`config.mk`:
```
export PLATFORM = sky130hd
export DESIGN_NAME = digital_lock_fsm_flat
export DESIGN_NICKNAME = d
export VERILOG_FILES = /design/src/rtl/digital_lock_pkg.sv /design/src/rtl/digital_lock_if.sv /design/src/rtl/digital_lock_code_cmp.sv /design/src/rtl/digital_lock_fsm.sv /design/src/flat_wrapper.sv
export SDC_FILE = /design/constraint.sdc
export NUM_CORES = 1
export LEC_CHECK = 0
export BUFFER_PORTS_ARGS = -buffer_cell sky130_fd_sc_hd__buf_4
export CAP_MARGIN = 10
export CORE_ASPECT_RATIO = 1.1
export CORE_UTILIZATION = 50
export CTS_CLUSTER_SIZE = 16
export DETAILED_ROUTE_END_ITERATION = 8
export PLACE_DENSITY = 0.72
export SYNTH_ARGS = -nofsm -noshare
export SYNTH_HDL_FRONTEND = slang
export SYNTH_SLANG_ARGS = --single-unit
```
`constraint.sdc`:
```
create_clock -name clk -period 1.6 [get_ports clk]
set_input_delay 0.32 -clock clk [delete_from_list [all_inputs] [get_ports clk]]
set_output_delay 0.32 -clock clk [all_outputs]
set_load 0.03 [all_outputs]
```
`src/rtl/digital_lock_pkg.sv`:
```
// Shared types and width helpers for the sequential digital lock.
// Default parameter values live here so the top, interface and bench agree.
package digital_lock_pkg;

   typedef enum logic [1:0] {
      ENTER    = 2'd0,
      UNLOCKED = 2'd1,
      PROGRAM  = 2'd2,
      LOCKOUT  = 2'd3
   } lock_state_e;

   localparam int DEF_DIGIT_W     = 4;
   localparam int DEF_CODE_LEN    = 4;
   localparam int DEF_MAX_TRIES   = 3;
   localparam int DEF_LOCKOUT_CYC = 16;
   localparam int CODE_W          = DEF_CODE_LEN * DEF_DIGIT_W;

   function automatic int cnt_width(input int code_len);
      return $clog2(code_len + 1);
   endfunction

   function automatic int tries_width(input int max_tries);
      return $clog2(max_tries + 1);
   endfunction

   // Timer holds LOCKOUT_CYC-1 down to 0; keep at least one bit for LOCKOUT_CYC==1.
   function automatic int timer_width(input int cyc);
      return (cyc > 1) ? $clog2(cyc) : 1;
   endfunction

   localparam int CNT_W   = cnt_width(DEF_CODE_LEN);
   localparam int TRIES_W = tries_width(DEF_MAX_TRIES);
   localparam int TIMER_W = timer_width(DEF_LOCKOUT_CYC);

endpackage

```
`src/rtl/digital_lock_if.sv`:
```
// Keypad-side inputs and actuator/alarm-side outputs of the digital lock.
// master = keypad/controller side, slave = the lock itself.
interface digital_lock_if
   import digital_lock_pkg::*;
#(
   parameter int DIGIT_W   = DEF_DIGIT_W,
   parameter int CODE_LEN  = DEF_CODE_LEN,
   parameter int MAX_TRIES = DEF_MAX_TRIES
);
   logic                                digit_valid;
   logic [DIGIT_W-1:0]                  digit;
   logic                                clear;
   logic                                lock_req;
   logic                                set_code_req;
   logic                                unlocked;
   logic                                alarm;
   logic                                pass_pulse;
   logic                                fail_pulse;
   logic                                prog_done;
   logic [cnt_width(CODE_LEN)-1:0]      entry_cnt;
   logic [tries_width(MAX_TRIES)-1:0]   tries_left;

   modport master (
      output digit_valid, digit, clear, lock_req, set_code_req,
      input  unlocked, alarm, pass_pulse, fail_pulse, prog_done, entry_cnt, tries_left
   );

   modport slave (
      input  digit_valid, digit, clear, lock_req, set_code_req,
      output unlocked, alarm, pass_pulse, fail_pulse, prog_done, entry_cnt, tries_left
   );
endinterface

```
`src/rtl/digital_lock_code_cmp.sv`:
```
// Parametrised equality comparator; generalises the old fixed 4-bit compare.
// Purely combinational, eq and neq are always complementary.
module code_cmp #(
   parameter int WIDTH = 16
) (
   input  logic [WIDTH-1:0] a,
   input  logic [WIDTH-1:0] b,
   output logic             eq,
   output logic             neq
);
   logic [WIDTH-1:0] diff;

   for (genvar gi = 0; gi < WIDTH; gi++) begin : g_bit
      assign diff[gi] = a[gi] ^ b[gi];
   end

   assign eq  = ~|diff;
   assign neq = |diff;
endmodule

```
`src/rtl/digital_lock_fsm.sv`:
```
// Sequential keypad lock: collects CODE_LEN digits, compares against a
// reprogrammable code, counts failures and enforces a timed alarm lockout.
module digital_lock_fsm
   import digital_lock_pkg::*;
#(
   parameter int                              DIGIT_W      = DEF_DIGIT_W,
   parameter int                              CODE_LEN     = DEF_CODE_LEN,
   parameter int                              MAX_TRIES    = DEF_MAX_TRIES,
   parameter int                              LOCKOUT_CYC  = DEF_LOCKOUT_CYC,
   parameter logic [CODE_LEN*DIGIT_W-1:0]     DEFAULT_CODE = 16'hD5A3
) (
   input  logic          clk,
   input  logic          rst,
   digital_lock_if.slave bus
);
   localparam int CW      = CODE_LEN * DIGIT_W;
   localparam int C_W     = cnt_width(CODE_LEN);
   localparam int T_W     = tries_width(MAX_TRIES);
   localparam int TM_W    = timer_width(LOCKOUT_CYC);

   localparam logic [C_W-1:0]  LAST_IDX   = C_W'(CODE_LEN - 1);
   localparam logic [T_W-1:0]  TRIES_INIT = T_W'(MAX_TRIES);
   localparam logic [TM_W-1:0] TIMER_INIT = TM_W'(LOCKOUT_CYC - 1);

   lock_state_e      state_reg,    state_next;
   logic [CW-1:0]    code_reg,     code_next;
   logic [CW-1:0]    shift_reg,    shift_next;
   logic [C_W-1:0]   cnt_reg,      cnt_next;
   logic [T_W-1:0]   tries_reg,    tries_next;
   logic [TM_W-1:0]  timer_reg,    timer_next;
   logic             unlocked_reg, unlocked_next;
   logic             alarm_reg,    alarm_next;
   logic             pass_reg,     pass_next;
   logic             fail_reg,     fail_next;
   logic             prog_reg,     prog_next;

   logic [CW-1:0]    candidate;
   logic             code_match;
   logic             code_mismatch;

   // Oldest digit falls off the MS end; the final digit completes a full code word.
   assign candidate = CW'({shift_reg, bus.digit});

   code_cmp #(.WIDTH(CW)) u_cmp (
      .a   (candidate),
      .b   (code_reg),
      .eq  (code_match),
      .neq (code_mismatch)
   );

   always_ff @(posedge clk) begin
      if (rst) begin
         state_reg    <= ENTER;
         code_reg     <= DEFAULT_CODE;
         shift_reg    <= '0;
         cnt_reg      <= '0;
         tries_reg    <= TRIES_INIT;
         timer_reg    <= '0;
         unlocked_reg <= 1'b0;
         alarm_reg    <= 1'b0;
         pass_reg     <= 1'b0;
         fail_reg     <= 1'b0;
         prog_reg     <= 1'b0;
      end else begin
         state_reg    <= state_next;
         code_reg     <= code_next;
         shift_reg    <= shift_next;
         cnt_reg      <= cnt_next;
         tries_reg    <= tries_next;
         timer_reg    <= timer_next;
         unlocked_reg <= unlocked_next;
         alarm_reg    <= alarm_next;
         pass_reg     <= pass_next;
         fail_reg     <= fail_next;
         prog_reg     <= prog_next;
      end
   end

   always_comb begin
      state_next    = state_reg;
      code_next     = code_reg;
      shift_next    = shift_reg;
      cnt_next      = cnt_reg;
      tries_next    = tries_reg;
      timer_next    = timer_reg;
      unlocked_next = unlocked_reg;
      alarm_next    = alarm_reg;
      pass_next     = 1'b0;
      fail_next     = 1'b0;
      prog_next     = 1'b0;

      case (state_reg)
         ENTER: begin
            if (bus.clear) begin
               cnt_next   = '0;
               shift_next = '0;
            end else if (bus.digit_valid) begin
               if (cnt_reg == LAST_IDX) begin
                  cnt_next   = '0;
                  shift_next = '0;
                  if (code_match) begin
                     state_next    = UNLOCKED;
                     unlocked_next = 1'b1;
                     pass_next     = 1'b1;
                     tries_next    = TRIES_INIT;
                  end
                  if (code_mismatch) begin
                     fail_next = 1'b1;
                     if (tries_reg > T_W'(1)) begin
                        tries_next = tries_reg - T_W'(1);
                     end else begin
                        state_next = LOCKOUT;
                        alarm_next = 1'b1;
                        timer_next = TIMER_INIT;
                        tries_next = '0;
                     end
                  end
               end else begin
                  shift_next = candidate;
                  cnt_next   = cnt_reg + C_W'(1);
               end
            end
         end

         UNLOCKED: begin
            if (bus.lock_req) begin
               state_next    = ENTER;
               unlocked_next = 1'b0;
            end else if (bus.set_code_req) begin
               state_next = PROGRAM;
               cnt_next   = '0;
               shift_next = '0;
            end
         end

         PROGRAM: begin
            if (bus.lock_req) begin
               state_next    = ENTER;
               unlocked_next = 1'b0;
               cnt_next      = '0;
               shift_next    = '0;
            end else if (bus.clear) begin
               state_next = UNLOCKED;
               cnt_next   = '0;
               shift_next = '0;
            end else if (bus.digit_valid) begin
               if (cnt_reg == LAST_IDX) begin
                  code_next  = candidate;
                  prog_next  = 1'b1;
                  state_next = UNLOCKED;
                  cnt_next   = '0;
                  shift_next = '0;
               end else begin
                  shift_next = candidate;
                  cnt_next   = cnt_reg + C_W'(1);
               end
            end
         end

         LOCKOUT: begin
            if (timer_reg == '0) begin
               state_next = ENTER;
               alarm_next = 1'b0;
               tries_next = TRIES_INIT;
            end else begin
               timer_next = timer_reg - TM_W'(1);
            end
         end

         default: state_next = ENTER;
      endcase
   end

   assign bus.unlocked   = unlocked_reg;
   assign bus.alarm      = alarm_reg;
   assign bus.pass_pulse = pass_reg;
   assign bus.fail_pulse = fail_reg;
   assign bus.prog_done  = prog_reg;
   assign bus.entry_cnt  = cnt_reg;
   assign bus.tries_left = tries_reg;
endmodule

```
`src/flat_wrapper.sv`:
```
// flat-port wrapper written by rule: the top's interface ports become plain ports
module digital_lock_fsm_flat import digital_lock_pkg::*;
#(
   parameter int                              DIGIT_W      = DEF_DIGIT_W,
   parameter int                              CODE_LEN     = DEF_CODE_LEN,
   parameter int                              MAX_TRIES    = DEF_MAX_TRIES,
   parameter int                              LOCKOUT_CYC  = DEF_LOCKOUT_CYC,
   parameter logic [CODE_LEN*DIGIT_W-1:0]     DEFAULT_CODE = 16'hD5A3
)
  (clk, rst, bus_digit_valid, bus_digit, bus_clear, bus_lock_req, bus_set_code_req, bus_unlocked, bus_alarm, bus_pass_pulse, bus_fail_pulse, bus_prog_done, bus_entry_cnt, bus_tries_left);
  digital_lock_if #(.DIGIT_W(DIGIT_W), .CODE_LEN(CODE_LEN), .MAX_TRIES(MAX_TRIES)) bus_i ();
  input  logic clk;
  input  logic rst;
  input wire logic [$bits(bus_i.digit_valid)-1:0] bus_digit_valid;
  input wire logic [$bits(bus_i.digit)-1:0] bus_digit;
  input wire logic [$bits(bus_i.clear)-1:0] bus_clear;
  input wire logic [$bits(bus_i.lock_req)-1:0] bus_lock_req;
  input wire logic [$bits(bus_i.set_code_req)-1:0] bus_set_code_req;
  output wire logic [$bits(bus_i.unlocked)-1:0] bus_unlocked;
  output wire logic [$bits(bus_i.alarm)-1:0] bus_alarm;
  output wire logic [$bits(bus_i.pass_pulse)-1:0] bus_pass_pulse;
  output wire logic [$bits(bus_i.fail_pulse)-1:0] bus_fail_pulse;
  output wire logic [$bits(bus_i.prog_done)-1:0] bus_prog_done;
  output wire logic [$bits(bus_i.entry_cnt)-1:0] bus_entry_cnt;
  output wire logic [$bits(bus_i.tries_left)-1:0] bus_tries_left;
  assign bus_i.digit_valid = bus_digit_valid;
  assign bus_i.digit = bus_digit;
  assign bus_i.clear = bus_clear;
  assign bus_i.lock_req = bus_lock_req;
  assign bus_i.set_code_req = bus_set_code_req;
  assign bus_unlocked = bus_i.unlocked;
  assign bus_alarm = bus_i.alarm;
  assign bus_pass_pulse = bus_i.pass_pulse;
  assign bus_fail_pulse = bus_i.fail_pulse;
  assign bus_prog_done = bus_i.prog_done;
  assign bus_entry_cnt = bus_i.entry_cnt;
  assign bus_tries_left = bus_i.tries_left;
  digital_lock_fsm #(.DIGIT_W(DIGIT_W), .CODE_LEN(CODE_LEN), .MAX_TRIES(MAX_TRIES), .LOCKOUT_CYC(LOCKOUT_CYC), .DEFAULT_CODE(DEFAULT_CODE)) u_core (.clk(clk), .rst(rst), .bus(bus_i));
endmodule
```
==> reports/results.ini, run 1 <==
[finish]
nets=340
n_antenna_cell=0
largest_register_ffs=16
syn2layout_area_growth_pct=37.5
drive_gt1_share_pct=36.8
design_area_mm2=0.00309
final_util_pct=71.6

[floorplanning]
die-area_mm2=0.00477
rows=25
ios=20
die_w_um=65.9
start_util_pct=52.1
core-area_mm2=0.00432
fp.dieH_um=72.3

[clock_tree]
cts_made_buffers=5
root_buffer=clkbuf_8
insertion_delay_ns=0.30
htree_levels=2
clkSinkCount=44
cts_buffer_depth=2
clkTransAtPathRegs_ns=0.09
cts_tree=built

[sta]
setup_tns_ns=-0.786
slew_violations=0
worst_pin_slew_ns=0.397
timing.hold.ws_ns=0.344
clock.fmax_ghz=0.573
hold_viol_final=0
finalSetupViolCount=8
slew_headroom_pct=73.5
fin_ws_ns=-0.144
finalClockSkew_ns=0.00718
period_minus_slack_ns=1.74
grt_setup_unrepaired=yes
fin_crit_sh_pct=109

[critical_path]
r2r_start=u_core.code_reg[15]
critPathRequiredTime_ns=1.79
crit_buf_inv=0
cp-end-kind=flip-flop
path_delay_family=simple AND/OR/NAND/NOR gates
worstPathMaxFanout=6
critPathLaunch=u_core.code_reg[15]
cpPeakStageDelay_ns=0.35
crit_slowest_cell=dfxtp_2
cp_cell_sequence=xor2_2, nor4_4, nand4_4, a211oi_2, mux2_1
critPathKind=reg2reg
cp.arrival_ns=1.94
start_kind=flip-flop

[worst_hold_path]
hold_path.class=in2reg
hold_start=bus_digit[1]

[placed_design]
placed_area_mm2=0.00281
port_buffers=19
dp_hpwl_um=3500
gp_congestion=0.786

[global_route]
grt_usage_pct=23.4
grt_pass1_wl_um=8610
overflow=0
grt_start_max_net_pins=33
grt_pass1_vias=1950
antenna_found_initial=0

[power_and_ir_drop]
powerDensity_mw_per_mm2=675
p_total_mw=2.09
p_leak_nw=1.24
ir_drop_mv=0.567

[synth]
ys_seq_elements=44
postSynthAreaPerCell_um2=8.74
synthesis.area_mm2=0.00225
synth-seq-area-share_pct=39.2
syn_inst=257
synth_cell_types=41
synth_fp_nets=275
yosys_warnings=0

[outcome]
violations=negative setup slack
status=complete, but fails checks

[routing]
antenna_left=0
wl_per_cell_um=13.8
drt_pass1_iterations=4
drt_iter0_markers=106
routed_wirelength_um=5210
vias=2030
routed_via_density=5.38
drc=0

[flow_run]
max_cap_viol_count=0

[cells in the mapped netlist]
cell type  count  area share (%)
o211ai_1       1            0.33
a21o_1         3             1.0
nand3b_1      11             3.7
and4_2         1            0.45
a311oi_2       1            0.67
ha_1           8             4.5
nor4_4         5             4.7
nand3_1       12             2.7
nor3b_1        5             1.7
o21a_1         1            0.33
nor2_1        13             2.2
o2bb2ai_1      1            0.39
dfxtp_1       44              39
a211oi_2       1            0.56
mux2i_1        1            0.45
nand2b_1       5             1.4
a211o_1        1            0.39
a221oi_1       3             1.2
a22oi_1        1            0.33
and2_0         1            0.28
mux2_1         1            0.50
or3_1          1            0.28
nor4bb_1       1            0.45
buf_1          2            0.33
a21boi_0       1            0.33
a211oi_1       8             2.7
and2_1         2            0.56
and3_1         2            0.56
inv_1          6             1.0
nand2_1       52             8.7
o21ai_0        1            0.22
nor2b_1        6             1.7
nand4_4        1            0.95
nand4bb_4      1             1.2
buf_2          2            0.45
xor2_1        16             6.2
clkbuf_1       7             1.2
a21oi_1       24             5.3
nor3_1         2            0.45
o21ai_1        1            0.22
a2111oi_0      1            0.39
[power breakdown]
group          total, mW  leakage (nW)  switching [mW]  internal [mW]
combinational      0.138         0.819          0.0726         0.0657
clock              0.847        0.0596           0.399          0.448
sequential          1.10         0.358         0.00424           1.10
total               2.09          1.24           0.476           1.61
[cell families after synthesis]
group           count (synthesis)  share of synthesized area [%]
compound gates                 49                           14.4
xor+xnor                       16                           6.24
fa+ha+maj                       8                           4.45
buf+inv                        17                           2.95
flops                          44                           39.2
mux                             2                          0.947
simple gates                  121                           31.8
[worst min-delay path: cells and delay by family]
| family | cells | cell delay (ns) |
|---|---|---|
| simple gates | 2 | 0.11 |
| buf+inv | 2 | 0.19 |
[per-stage QoR]
stage	worst slack (ns)	std cells
after CTS	-0.136	375
final	-0.144	377
after global placement	-0.206	366
after detailed placement	-0.238	366
after floorplan	-0.0463	257
after global routing	-0.223	377
[area by class of cell]
class | instances | area, um2
Inverter | 6 | 22.5
Clock buffer | 7 | 108
Timing Repair Buffer | 69 | 542
Fill cell | 322 | 1230
Sequential cell | 44 | 897
Clock inverter | 1 | 8.76
Multi-Input combinational cell | 196 | 1440
Tap cell | 54 | 67.6
[layout by cell type (no fill, tap or decap), types with 4 or more instances in the layout]
cell and count:
xor2_1 15, clkbuf_8 6, dfxtp_1 37, nor4_4 5
nand3b_1 11, nand2_1 51, buf_4 65, nand2b_1 4
nand3_1 12, nor2_1 12, a211oi_1 6, a21oi_1 20
inv_1 4, nor2b_1 5, dfxtp_2 4
[layer usage]
layer | up-vias | GRT usage (%) | routed length (um)
met5 | - | 0 | 0
met3 | 5 | 6.29 | 162
met2 | 41 | 40.0 | 2630
met4 | 0 | 6.76 | 48
li1 | 1021 | - | -
met1 | 963 | 28.6 | 2370
[path summary, 6_finish.rpt]
path | to | cells after the start | slack, ns
min | u_core.code_reg[1] | 4 | 0.34
max reg2reg | u_core.bus.unlocked | 5 | -0.14
max | u_core.bus.unlocked | 5 | -0.14
min reg2reg | u_core.code_reg[3] | 2 | 0.47
[repair_timing]
| action | CTS | global route |
|---|---|---|
| hold buffers | 0 | 0 |
| pin swaps | 4 | 6 |
| setup buffers | 1 | 2 |
| resized for setup | 12 | 26 |
| endpoints found under the setup margin | 11 | 40 |
(Power assumes the default switching activity.)
==> run 2, diff against run 1 <==
--- a/config.mk
+++ b/config.mk
@@ -5,6 +5,7 @@
 export SDC_FILE = /design/constraint.sdc
 export NUM_CORES = 1
 export LEC_CHECK = 0
+export ABC_AREA = 1
 export BUFFER_PORTS_ARGS = -buffer_cell sky130_fd_sc_hd__buf_4
 export CAP_MARGIN = 10
 export CORE_ASPECT_RATIO = 1.1
@@ -12,6 +13,7 @@
 export CTS_CLUSTER_SIZE = 16
 export DETAILED_ROUTE_END_ITERATION = 8
 export PLACE_DENSITY = 0.72
+export RECOVER_POWER = 25
 export SYNTH_ARGS = -nofsm -noshare
 export SYNTH_HDL_FRONTEND = slang
 export SYNTH_SLANG_ARGS = --single-unit
==> run 2 against run 1 <==
Net effect: sequential share of layout area rose by 4.1 points; worst setup slack improved by 0.24 ns; non-clock buffer count is 43 lower; fmax rose by 16%; sequential power barely moved; the run now ends clean; largest cell class unchanged; wire length shrank 15%; critical path depth is 4 higher; sequential cell count stayed put; clock-buffer cell count shrank 1; first-iteration DRC count down 47%; global-route usage down 3.1 points.
==> reports/results.ini, run 2 <==
[outcome]
status=complete, no violations

[sta]
slew_headroom_pct=75.2  ; +1.7 points
clock.fmax_ghz=0.667  ; +16%
finalSetupViolCount=0  ; -8
period_minus_slack_ns=1.50  ; -0.244 ns
fin_crit_sh_pct=93.8  ; -15 points
worst_pin_slew_ns=0.373  ; -0.0235 ns
hold_viol_final=0  ; unchanged
slew_violations=0  ; unchanged
finalClockSkew_ns=0.00395  ; -0.00323 ns
fin_ws_ns=0.0997  ; +0.244 ns

[flow_run]
max_cap_viol_count=0  ; unchanged

[placed_design]
gp_congestion=0.814  ; +3.6%
dp.cells=399  ; +9.0%
dp_hpwl_um=3170  ; -9.3%
post-place-ws_ns=-0.0242  ; +0.214 ns
port_buffers=19  ; unchanged

[finish]
layout.cells.non_filler=408  ; +8.2%
layout_common_cells=nand2_1 (89), inv_1 (45), dfxtp_1 (39), a21oi_1 (29), nor2_1 (24)
fillers=425  ; +32%
multi_input_area_mm2=0.00124  ; -14%
final_common_cell=nand2_1
largest_register_ffs=16  ; unchanged
syn2layout_area_growth_pct=15.3
n_antenna_cell=0  ; unchanged
drive_gt1_share_pct=19.8  ; -17 points
nets=371  ; +9.1%
regArea_um2=887  ; -1.1%
final_util_pct=61.2  ; -10 points

[routing]
vias=2016  ; -0.69%
antenna_left=0  ; unchanged
drc=0  ; unchanged
drt_iter0_markers=56  ; -47%
wl_per_cell_um=10.9  ; -21%
routed_via_density=4.94  ; -8.2%
drt_pass1_iterations=4  ; unchanged
routed_wirelength_um=4440  ; -15%

[synth]
synthFlopType=dfxtp_1
synthTopCellsByArea=dfxtp_1 (38%), nand2_1 (15%), inv_1 (7.4%)
synth_fp_nets=347  ; +26%
yosysTopAreaCell=dfxtp_1
netlist_top_cells_count=nand2_1 (91), inv_1 (46), dfxtp_1 (44)
syn_inst=329  ; +28%
synth_edf_count=0  ; unchanged
postSynthAreaPerCell_um2=7.07  ; -19%
synthesis.area_mm2=0.00232  ; +3.5%
synth_top_area_share_pct=37.9  ; -1.3 points
yosys_warnings=0  ; unchanged
synth-seq-area-share_pct=37.9  ; -1.3 points
synthMostInstantiatedCell=nand2_1
ys_seq_elements=44  ; unchanged
synth_cell_types=26  ; -37%
async_reset_ff_share_pct=0  ; unchanged

[critical_path]
start_kind=flip-flop
reg2reg_depth=9  ; +4
critPathKind=reg2reg
worstPathMaxFanout=5  ; -1
cp.arrival_ns=1.72  ; -0.22 ns
cp-end-kind=flip-flop
critPathRequiredTime_ns=1.82  ; +0.03 ns

[floorplanning]
core-area_mm2=0.00438  ; +1.4%
die-area_mm2=0.00493  ; +3.4%
rows=25  ; unchanged
fp.dieH_um=73.5  ; +1.7%
die_w_um=67.0  ; +1.7%
start_util_pct=53.1  ; +1.0 points
ios=20  ; unchanged

[power_and_ir_drop]
p_leak_nw=1.27  ; +2.6%
ir_drop_mv=0.557  ; -1.8%
powerDensity_mw_per_mm2=748  ; +11%

[worst_hold_path]
hold_depth=2  ; -2
hold_path.class=in2reg

[clock_tree]
htree_levels=2  ; unchanged
cts_tree=built
clkSinkCount=44  ; unchanged
clkTransAtPathRegs_ns=0.08  ; about the same
cts_made_buffers=5  ; unchanged
insertion_delay_ns=0.30  ; about the same
root_buffer=clkbuf_8
hold_buffers=0  ; unchanged
cts_buffer_depth=2  ; unchanged

[global_route]
antenna_found_initial=0  ; unchanged
overflow=0  ; unchanged
grt_usage_pct=20.4  ; -3.1 points
grt_pass1_vias=1842  ; -5.5%
grt_pass1_wl_um=7700  ; -11%
grt_start_max_net_pins=34  ; +3.0%

-- run 2: final timing paths --
path	slack [ns]	from	to
setup / recovery	0.1	u_core.state_reg[1]	u_core.state_reg[0]
setup reg to reg	0.1	u_core.state_reg[1]	u_core.state_reg[0]
hold reg to reg	0.46	u_core.code_reg[3]	u_core.code_reg[3]
hold / removal	0.25	rst	u_core.timer_reg[2]
-- run 2: what timing repair did --
action / 4_1_cts / 5_1_grt
buffers inserted: 0 / 1
setup endpoints to repair: 3 / 27
gates resized for setup: 3 / 20
pin swaps: 0 / 3
-- run 2: per-layer routing --
metal	wire (um)	share of wire (%)	track usage, %
met2	2240	50	36.8
met5	0	0	0
met4	51	1.1	7.09
met3	105	2.4	3.73
met1	2040	46	23.6
-- run 2: final cells by class --
| type | instances | share of cell area (%) |
|---|---|---|
| Timing Repair Buffer | 26 | 6.82 |
| Multi-Input combinational cell | 221 | 46.3 |
| Tap cell | 54 | 2.52 |
| Sequential cell | 44 | 33.1 |
| Clock buffer | 6 | 2.71 |
| Inverter | 55 | 7.98 |
| Clock inverter | 2 | 0.607 |
-- run 2: where the power goes --
part	internal [mW]	switching, mW
Clock	0.311	0.385
Combinational	0.0696	0.115
Sequential	1.11	0.0140
Total	1.49	0.515
-- run 2: worst max-delay path: stages, from the launching register on --
cell,delay [ns]
dfxtp_2,0.35
inv_1,0.09
ha_1,0.18
nand2_1,0.07
or2_2,0.28
nand2_1,0.11
nor2_4,0.06
nand3_1,0.07
nand2_1,0.06
a21oi_1,0.14
-- run 2: cells by family (layout without fill, tap and decap cells) --
group | after synthesis | in the layout | share of synthesized area [%]
flops | 44 | 44 | 37.9
fa+ha+maj | 8 | 8 | 4.31
simple gates | 147 | 147 | 28.0
buf+inv | 64 | 89 | 11.2
compound gates | 65 | 65 | 18.2
xor+xnor | 1 | 1 | 0.377
-- run 2: through the flow --
stage               hold WS, ns  area (um2)  power (mW)  setup TNS (ns)
global placement          0.443        2550        1.32               0
detailed placement        0.446        2550        1.32         -0.0293
global route              0.255        2680        2.09          -0.105
finish                    0.252        2680        2.00               0
floorplan                 0.389        2330        1.27               0
CTS                       0.236        2650        2.01               0
